===== config.mk =====
export PLATFORM = sky130hd
export DESIGN_NAME = ps2_hex_char_fifo
export DESIGN_NICKNAME = d
export VERILOG_FILES = /design/src/rtl/ps2_hex_char_fifo.sv
export SDC_FILE = /design/constraint.sdc
export NUM_CORES = 1
export LEC_CHECK = 0
export CORE_MARGIN = 2
export CORE_UTILIZATION = 38
export DETAILED_ROUTE_END_ITERATION = 12
export PLACE_DENSITY = 0.6
export SLEW_MARGIN = 10
export SYNTH_ARGS = -nofsm -noshare
export SYNTH_HDL_FRONTEND = slang
export SYNTH_SLANG_ARGS = --single-unit

===== constraint.sdc =====
create_clock -name clk -period 4.33 [get_ports clk]
set_input_delay 1.0825 -clock clk [delete_from_list [all_inputs] [get_ports clk]]
set_output_delay 1.0825 -clock clk [all_outputs]
set_load 0.01 [all_outputs]

===== src/rtl/ps2_hex_char_fifo.sv =====
// PS/2 keyboard front end: frame receiver, make/break decoder for the hex
// keypad (0-9, A-F) and a first-word fall-through character FIFO.
module ps2_hex_char_fifo #(
  parameter int CHAR_W      = 4,
  parameter int DEPTH       = 8,
  parameter int ADDR_W      = 3,
  parameter int SYNC_STAGES = 2,
  parameter int TIMEOUT     = 5000
) (
  input  logic              clk,
  input  logic              rst_n,
  input  logic              kb_clock,
  input  logic              data,
  input  logic              rd_en,
  output logic [CHAR_W-1:0] char,
  output logic              char_valid,
  output logic              full,
  output logic [ADDR_W:0]   count,
  output logic              overflow,
  output logic              parity_err,
  output logic              frame_err
);

  localparam int WD_W = $clog2(TIMEOUT + 1);

  typedef enum logic [1:0] {S_IDLE, S_DATA, S_PARITY, S_STOP} state_t;

  // Make code to hex digit; bit 4 flags a mapped key.
  function automatic logic [4:0] map_code(input logic [7:0] b);
    case (b)
      8'h45:   map_code = {1'b1, 4'd0};
      8'h16:   map_code = {1'b1, 4'd1};
      8'h1E:   map_code = {1'b1, 4'd2};
      8'h26:   map_code = {1'b1, 4'd3};
      8'h25:   map_code = {1'b1, 4'd4};
      8'h2E:   map_code = {1'b1, 4'd5};
      8'h36:   map_code = {1'b1, 4'd6};
      8'h3D:   map_code = {1'b1, 4'd7};
      8'h3E:   map_code = {1'b1, 4'd8};
      8'h46:   map_code = {1'b1, 4'd9};
      8'h1C:   map_code = {1'b1, 4'd10};
      8'h32:   map_code = {1'b1, 4'd11};
      8'h21:   map_code = {1'b1, 4'd12};
      8'h23:   map_code = {1'b1, 4'd13};
      8'h24:   map_code = {1'b1, 4'd14};
      8'h2B:   map_code = {1'b1, 4'd15};
      default: map_code = {1'b0, 4'd0};
    endcase
  endfunction

  logic [SYNC_STAGES-1:0] kb_sync_q, kb_sync_d, dat_sync_q, dat_sync_d;
  logic                   kb_prev_q, edge_q, edge_d;
  logic                   kb_s, data_s;
  state_t                 state_q, state_d;
  logic [2:0]             bit_idx_q, bit_idx_d;
  logic [7:0]             shift_q, shift_d, byte_q, byte_d;
  logic                   par_q, par_d, byte_vld_q, byte_vld_d;
  logic                   parity_err_q, parity_err_d, frame_err_q, frame_err_d;
  logic [WD_W-1:0]        wd_q, wd_d;
  logic                   brk_q, brk_d, ext_q, ext_d;
  logic [4:0]             map_s;
  logic                   push_s, pop_s, push_ok_s;
  logic [CHAR_W-1:0]      code_ext_s;
  logic [CHAR_W-1:0]      mem_q [DEPTH];
  logic [CHAR_W-1:0]      mem_d [DEPTH];
  logic [ADDR_W-1:0]      wr_ptr_q, wr_ptr_d, rd_ptr_q, rd_ptr_d;
  logic [ADDR_W:0]        count_q, count_d;
  logic                   overflow_q, overflow_d;

  assign kb_s   = kb_sync_q[SYNC_STAGES-1];
  assign data_s = dat_sync_q[SYNC_STAGES-1];

  // Synchroniser shift and registered falling-edge detect on kb_clock.
  always_comb begin
    kb_sync_d  = {kb_sync_q[SYNC_STAGES-2:0], kb_clock};
    dat_sync_d = {dat_sync_q[SYNC_STAGES-2:0], data};
    edge_d     = kb_prev_q & ~kb_s;
  end

  // Frame FSM, watchdog and stop-bit checking.
  always_comb begin
    state_d      = state_q;
    bit_idx_d    = bit_idx_q;
    shift_d      = shift_q;
    par_d        = par_q;
    byte_d       = byte_q;
    byte_vld_d   = 1'b0;
    parity_err_d = 1'b0;
    frame_err_d  = 1'b0;
    if (state_q == S_IDLE || edge_q) begin
      wd_d = '0;
    end else begin
      wd_d = wd_q + WD_W'(1);
    end
    if (edge_q) begin
      case (state_q)
        S_IDLE: begin
          if (!data_s) begin
            state_d   = S_DATA;
            bit_idx_d = 3'd0;
          end else begin
            state_d = S_IDLE;
          end
        end
        S_DATA: begin
          shift_d   = {data_s, shift_q[7:1]};
          bit_idx_d = bit_idx_q + 3'd1;
          if (bit_idx_q == 3'd7) begin
            state_d = S_PARITY;
          end else begin
            state_d = S_DATA;
          end
        end
        S_PARITY: begin
          par_d   = data_s;
          state_d = S_STOP;
        end
        S_STOP: begin
          state_d = S_IDLE;
          // A bad stop bit masks a bad parity bit.
          if (!data_s) begin
            frame_err_d = 1'b1;
          end else if (^{par_q, shift_q} == 1'b0) begin
            parity_err_d = 1'b1;
          end else begin
            byte_vld_d = 1'b1;
            byte_d     = shift_q;
          end
        end
        default: state_d = S_IDLE;
      endcase
    end else if (state_q != S_IDLE && wd_q >= WD_W'(TIMEOUT)) begin
      state_d     = S_IDLE;
      frame_err_d = 1'b1;
    end else begin
      state_d = state_q;
    end
  end

  // Break/extended prefix tracking and hex lookup on accepted bytes.
  always_comb begin
    brk_d      = brk_q;
    ext_d      = ext_q;
    push_s     = 1'b0;
    map_s      = map_code(byte_q);
    code_ext_s = '0;
    code_ext_s[3:0] = map_s[3:0];
    if (byte_vld_q) begin
      if (byte_q == 8'hF0) begin
        brk_d = 1'b1;
      end else if (byte_q == 8'hE0) begin
        ext_d = 1'b1;
      end else if (brk_q || ext_q) begin
        brk_d = 1'b0;
        ext_d = 1'b0;
      end else begin
        push_s = map_s[4];
      end
    end else begin
      push_s = 1'b0;
    end
  end

  // FIFO pointer, occupancy and storage update.
  always_comb begin
    mem_d      = mem_q;
    wr_ptr_d   = wr_ptr_q;
    rd_ptr_d   = rd_ptr_q;
    count_d    = count_q;
    overflow_d = overflow_q;
    pop_s      = rd_en && (count_q != '0);
    push_ok_s  = push_s && ((count_q != (ADDR_W+1)'(DEPTH)) || pop_s);
    if (push_s && !push_ok_s) begin
      overflow_d = 1'b1;
    end else begin
      overflow_d = overflow_q;
    end
    if (push_ok_s) begin
      mem_d[wr_ptr_q] = code_ext_s;
      wr_ptr_d        = wr_ptr_q + ADDR_W'(1);
    end else begin
      wr_ptr_d = wr_ptr_q;
    end
    if (pop_s) begin
      rd_ptr_d = rd_ptr_q + ADDR_W'(1);
    end else begin
      rd_ptr_d = rd_ptr_q;
    end
    if (push_ok_s && !pop_s) begin
      count_d = count_q + (ADDR_W+1)'(1);
    end else if (pop_s && !push_ok_s) begin
      count_d = count_q - (ADDR_W+1)'(1);
    end else begin
      count_d = count_q;
    end
  end

  // State registers; the PS/2 lines idle high.
  always_ff @(posedge clk or negedge rst_n) begin
    if (!rst_n) begin
      kb_sync_q    <= '1;
      dat_sync_q   <= '1;
      kb_prev_q    <= 1'b1;
      edge_q       <= 1'b0;
      state_q      <= S_IDLE;
      bit_idx_q    <= 3'd0;
      shift_q      <= 8'h00;
      par_q        <= 1'b0;
      byte_q       <= 8'h00;
      byte_vld_q   <= 1'b0;
      parity_err_q <= 1'b0;
      frame_err_q  <= 1'b0;
      wd_q         <= '0;
      brk_q        <= 1'b0;
      ext_q        <= 1'b0;
      for (int i = 0; i < DEPTH; i++) mem_q[i] <= '0;
      wr_ptr_q     <= '0;
      rd_ptr_q     <= '0;
      count_q      <= '0;
      overflow_q   <= 1'b0;
    end else begin
      kb_sync_q    <= kb_sync_d;
      dat_sync_q   <= dat_sync_d;
      kb_prev_q    <= kb_s;
      edge_q       <= edge_d;
      state_q      <= state_d;
      bit_idx_q    <= bit_idx_d;
      shift_q      <= shift_d;
      par_q        <= par_d;
      byte_q       <= byte_d;
      byte_vld_q   <= byte_vld_d;
      parity_err_q <= parity_err_d;
      frame_err_q  <= frame_err_d;
      wd_q         <= wd_d;
      brk_q        <= brk_d;
      ext_q        <= ext_d;
      mem_q        <= mem_d;
      wr_ptr_q     <= wr_ptr_d;
      rd_ptr_q     <= rd_ptr_d;
      count_q      <= count_d;
      overflow_q   <= overflow_d;
    end
  end

  assign char       = mem_q[rd_ptr_q];
  assign char_valid = (count_q != '0);
  assign full       = (count_q == (ADDR_W+1)'(DEPTH));
  assign count      = count_q;
  assign overflow   = overflow_q;
  assign parity_err = parity_err_q;
  assign frame_err  = frame_err_q;

endmodule

==> results of run 1 <==
-- per-layer routing --
metal	GRT usage, %	vias up	wire [um]
met5	0	-	0
met4	5.53	0	133
met3	3.61	13	177
met2	20.8	25	3760
met1	18.7	1403	3830
li1	-	1385	-
-- cells in the mapped netlist, types with 4 or more instances --
master,n,area [um2]
dfrtp_1,84,2100
mux2i_1,5,50.1
nand3_1,8,40.0
nand4_1,4,25.0
inv_1,12,45.0
a21oi_1,9,45.0
xnor2_1,15,131
xor2_1,11,96.3
mux4_2,8,180
clkbuf_1,10,37.5
nor2b_1,5,31.3
nor2_1,26,97.6
mux2_2,53,597
dfstp_2,5,131
nand2_1,19,71.3
ha_1,9,113
nand2b_1,7,43.8
nor4bb_1,5,50.1
o21ai_0,12,60.1
buf_2,5,25.0
-- worst reg2reg max path, delay by kind of cell (launching register included) --
kind,cells,cell delay (ps)
compound gates,5,1500
flops,1,630
simple gates,2,510
fa+ha+maj,2,460
xor+xnor,2,270
buf+inv,2,180
-- worst max path at each step --
stage                           to  slack [ps]  cells past startpoint
after floorplan           count[3]        1210                     15
after global placement    count[3]         740                     13
after detailed placement  count[3]         640                     13
after CTS                 count[3]         670                     13
after global routing      count[3]         390                     13
final                     count[3]         670                     13
-- placed cells by master, fill, tap and decap left out, drive strengths merged, types with 3 or more instances in the layout --
cell type and n:
buf 5, clkdlybuf4s50 16, a32o 3, o211ai 3, nand3 8, a21oi 9, a21o 3, inv 13
nor4bb 5, nand4 4, a2111oi 3, mux4 8, o21ai 15, dfrtp 84, mux2 54, ha 9
mux2i 5, nand2 19, o22ai 3, dfstp 5, xnor2 15, nor2b 5, clkbuf 11, nand2b 7
or3 3, nor2 26, xor2 11
-- kinds of logic after synthesis --
group	after synthesis	share of synthesized area, %
adder cells (fa/ha/maj)	10	2.91
multiplexers	67	18.4
flip-flops	89	49.1
AND/OR/NAND/NOR	94	11.2
AO/OA/AOI/OAI	56	10.3
buffers and inverters	29	2.69
XOR/XNOR	27	5.50
-- power groups by stage --
stage	clock network (mW)	logic [mW]	registers, mW
after global routing	0.907	0.354	1.02
final	0.843	0.313	1.00
after floorplan	0	0.281	0.977
after global placement	0	0.308	1.02
after CTS	0.871	0.321	1.00
after detailed placement	0	0.318	1.02
-- cell type report --
cell class | count | share of cell area [%]
flip-flops and latches | 89 | 43.1
multi-input cells | 254 | 42.4
clock buffers | 11 | 4.68
repair buffers | 21 | 3.82
well taps | 143 | 3.45
clock inverters | 5 | 1.67
inverters | 12 | 0.869
-- metrics by stage --
stage          utilization [%]  cells  power, mW
2_1_floorplan                -    372       1.26
3_3_place_gp              42.0    519       1.32
3_5_place_dp              42.0    519       1.34
4_1_cts                   44.8    535       2.20
5_1_grt                   44.8    535       2.28
6_report                  44.8    535       2.16
-- registers in the layout (all words and copies together), names as in the netlist, 2 cells and up --
name,cells
byte_q,8
wr_ptr_q,3
kb_sync_q,2
wd_q,13
state_q,2
dat_sync_q,2
rd_ptr_q,3
count,4
mem_q,32
bit_idx_q,3
shift_q,8
==> impl_results.md, run 1 <==
- Initial antenna violation count: 0
- Post-CTS Resized: 0
- Flops & latches, synth: 89
- Clock tree buffer depth: 2
- Synth Net Count: 387
- I/O Buffers: 17
- Worst Hold Launch: dat_sync_q[0]
- Initial DRC Count: 136
- Vias in the first global route: 2841
- ANT nets after route: 0
- Power per cell area: 416 nW/um2
- Reg-to-Reg End: count[3]
- Final WL: 7910 um
- Worst-Margin Slew: 1030 ps
- Hold slack: 356 ps
- Crit Path Max Fanout: 17
- RR Startpoint: byte_q[2]
- Final setup viols: 0
- Comb power frac: 14.5%
- Fin. max-slew vios: 0
- Clk_lat worst skew: ~330 ps
- DP Worst Slack: 644 ps
- First-pass GRT wire length: ~14000 um
- Synthesized area: around 4600 um2
- Min-Delay Endpoint: dat_sync_q[1]
- Global route overflow: 0
- Clock group share of total power: 39.1%
- # rows: 39
- CTS Hold Buffers Added: 0
- Fin Setup TNS: 0 ps
- Slowest CP cell: dfrtp_1
- Clock sinks: 89
- Final #Nets: approximately 400
- Worst EP arrival: 3870 ps
- Core area: 11600 um2
- CTS tree: built
- Final RePlAce weighted congestion: 0.791
- Buf+Inv Stages, Crit Path: 2
- Largest net degree at the start of global routing: 72
- Mapped Avg Cell Area: about 12 um2
- Cell Area, Placed: just under 5000 um2
- Final hold vios: 0
- Crit share post-route: 84.5%
- Worst hold path depth: 0
- Die ar.: between 10000 and 15000 um2
- Register cell area after layout: 2230 um2
- Sequential element share of the synthesized area: 49.1%
- DRC: 0
- Cells after synthesis: between 300 and 400
- Post CTS Setup Buffer Count: 0
- Maxcap violations: 0
- Fin crit period: between 3000 and 4000 ps
- Max Freq: 273 MHz
- Synth Flop Type: dfrtp_1
- CP max stage delay: between 600 and 700 ps
- Post-synth ARST share: 100%
- Switching Fraction: 25.7%
- Hold crit path type: flop to flop
- Total CTS buffers: 9
- RSZ-0062 raised after global routing: no
- Reg2Reg Depth: 13
- Die height: 113 um
- Post-DR vias/cell: approximately 5.3
- H-tree Lvls: 3
- YS warnings: 0
- Internal: 1.60 mW
- Multi-input gate area: 2200 um2
- Switch Pwr: 0.555 mW
- Worst-path clk slew: 60 ps
- Setup ws final: 671 ps
- Die Wd: roughly 110 um
- Filler cells: 1016
- Endpoint class of the critical path: flop
- Reg power frac: 46.4%
- Drt wl/cell: 14.8 um
- Outcome: completed
- ANT cells: 0
- Crit path required time: 4550 ps
- Total track usage: between 10% and 20%
- Layout cell share with drive strength beyond 1: 24.2%
- Number of enable flip-flop cells after synthesis: 0
- Via count: between 2000 and 3000
- Clk_skew: 7.02 ps
- DR pass1 iterations: 4
- Static Leak: around 2.3 nW
- Initial core utilization: between 30% and 40%
- Cell breakdown of the critical path: or3b_4 -> a2111oi_4 -> a311o_1 -> o21ai_1 -> inv_1 -> ha_1 -> inv_1 -> ha_1 -> a21o_1 -> a21oi_1 -> xnor2_1 -> nor2_1 -> xor2_1
- Synth cell types: slightly below 60
- Crit path launch: byte_q[2]
- Slack of the worst reg-to-reg path: between 600 and 700 ps
- Slew margin rel.: 30.9%
- P&R area growth vs syn: 13.8%
- Design Area, Final: between 5000 and 6000 um2
- Crit-path leading delay family: compound AO/OA/AOI/OAI gates
- DPL Wire Length: around 5400 um
- CP Class: flop to flop
- Startpoint types: flop
- Clock Tree Root: clkbuf_16
- # IOs: 18
- Peak VDD IR: around 0.00026 V
(Power assumes the default switching activity.)
==> run 2, diff against run 1 <==
- PLACE_DENSITY: 0.6 -> 0.62
- clock period: 4.33 -> 3.05 ns (I/O delays scaled with it)
==> impl_results.md, run 2 (synthesized netlist as in run 1, its figures left out) <==
- Initial core utilization: 39.4% (unchanged)
- CP Class: flop to output port
- DPL Wire Length: 5690 um (+4.5%)
- Initial DRC Count: 136 (unchanged)
- DR pass1 iterations: 4 (unchanged)
- Crit Path Max Fanout: 10 (-7)
- Power per cell area: 560 nW/um2 (+35%)
- Die Wd: 113 um (unchanged)
- Reg with most FFs: mem_q
- Reg2Reg Depth: 13 (unchanged)
- Slew margin rel.: 37.0% (+6.1 points)
- Layout cell share with drive strength beyond 1: 27.2% (+2.9 points)
- Worst EP arrival: 2180 ps (-1690 ps)
- Initial antenna violation count: 0 (unchanged)
- Startpoint types: flop
- Maxcap violations: 0 (unchanged)
- # IOs: 18 (unchanged)
- Total track usage: 14.3% (+0.64 points)
- Max Freq: 340 MHz
- Clock tree buffer depth: 2 (unchanged)
- # rows: 39 (unchanged)
- Final RePlAce weighted congestion: 0.729 (-7.9%)
- Post CTS Setup Buffer Count: 0 (unchanged)
- DRC: 0 (unchanged)
- Slack of the worst reg-to-reg path: 160 ps (-510 ps)
- Final #Nets: 416 (+3.5%)
- Peak VDD IR: 0.000404 V (+55%)
- Final hold vios: 0 (unchanged)
- Endpoint class of the critical path: output port
- Cell Area, Placed: 4980 um2 (+2.6%)
- Static Leak: 2.35 nW (+2.4%)
- CTS tree: built
- ANT nets after route: 0 (unchanged)
- Worst-path clk slew: 60 ps (about the same)
- Hold crit path type: flop to flop
- Final WL: 8210 um (+3.8%)
- Total CTS buffers: 9 (unchanged)
- Global route overflow: 0 (unchanged)
- Die height: 113 um (unchanged)
- RSZ-0062 raised after global routing: no
- H-tree Lvls: 3 (unchanged)
- Outcome: completed
- Worst hold path depth: 0 (unchanged)
- First-pass GRT wire length: 14700 um (+4.8%)
- Crit share post-route: between 90% and 100%
- Post-DR vias/cell: 5.26 (-0.33%)
- Vias in the first global route: 3022 (+6.4%)
- Die ar.: 12900 um2 (unchanged)
- Fin crit period: 2940 ps
- Commonest non-fill, non-tap cells in the layout: dfrtp_1, mux2_2, nor2_1, nand2_1, buf_4
- P&R area growth vs syn: 15.7%
- Max reg flops: 32 (unchanged)
- Core area: 11600 um2 (unchanged)
- Clock Tree Root: clkbuf_16
- Drt wl/cell: 15.0 um (+1.4%)
- Most common cell after layout, fill and taps aside: dfrtp_1
- Final setup viols: 0 (unchanged)
- Via count: 2885 (+2.1%)
- Pwr Total: 2.95 mW (+37%)
- I/O Buffers: 17 (unchanged)
- ANT cells: 0 (unchanged)
- Clk_lat worst skew: 340 ps (about the same)
- Crit path required time: 2290 ps (-2260 ps)
- Largest net degree at the start of global routing: 46 (-36%)
- Design Area, Final: 5270 um2 (+1.6%)
- Worst-Margin Slew: 943 ps (-90.2 ps)
- Clk_skew: 5.82 ps (-1.20 ps)
- Clock sinks: 89 (unchanged)
- Fin. max-slew vios: 0 (unchanged)
- Fin Setup TNS: 0 ps (unchanged)
- Largest regs: mem_q x32, wd_q x13
## run 2: critical path: stages (launching register included)
cell,delay (ps)
dfrtp_1,330
buf_4,220
mux4_2,540
mux2_2,280
clkdlybuf4s50_1,470
## run 2: worst paths after layout
check / endpoint / from
setup / recovery: char[0] / rd_ptr_q[0]
hold / removal: dat_sync_q[1] / dat_sync_q[0]
setup reg to reg: count[3] / byte_q[3]
hold reg to reg: dat_sync_q[1] / dat_sync_q[0]
max in group asynchronous: byte_q[4] / rst_n
min in group asynchronous: mem_q[16] / rst_n
## run 2: what timing repair did
action,4_1_cts,5_1_grt
hold buffers,0,0
endpoints found under the setup margin,0,1
gates resized for setup,0,1
## run 2: cell type report
class                      count  area (um2)
fill                        1016        6300
sequential                    89        2230
multi-input combinational    254        2200
timing repair buffer          35         315
clock buffer                  11         233
tap                          143         179
clock inverter                 4        55.1
inverter                      12        45.0
## run 2: where the power goes
group | internal (mW) | switching [mW]
Clock | 0.634 | 0.443
Combinational | 0.246 | 0.211
Sequential | 1.29 | 0.126
Total | 2.17 | 0.780
## run 2: routing by layer
layer	part of all wire, %	vias to the layer above	GRT usage (%)
met5	0	-	0
met4	1.4	0	4.39
met3	2.1	10	3.67
met2	48	21	23.4
met1	49	1443	18.8
li1	-	1411	-
## run 2: metrics by stage
step	setup WS (ps)	hold slack (ps)	instances	utilization [%]
after floorplan	37.2	345	372	-
after global placement	50.1	346	533	43.0
after detailed placement	13.2	347	533	43.0
after CTS	69.7	356	548	45.5
after global routing	1.61	360	548	45.5
final	106	357	548	45.5
==> run 3, diff against run 2 <==
- CTS_CLUSTER_DIAMETER: default -> 100
- TNS_END_PERCENT: default -> 50
==> results of run 3 <==
Same layout as run 2: the final DEF is identical, and so are final timing and power.
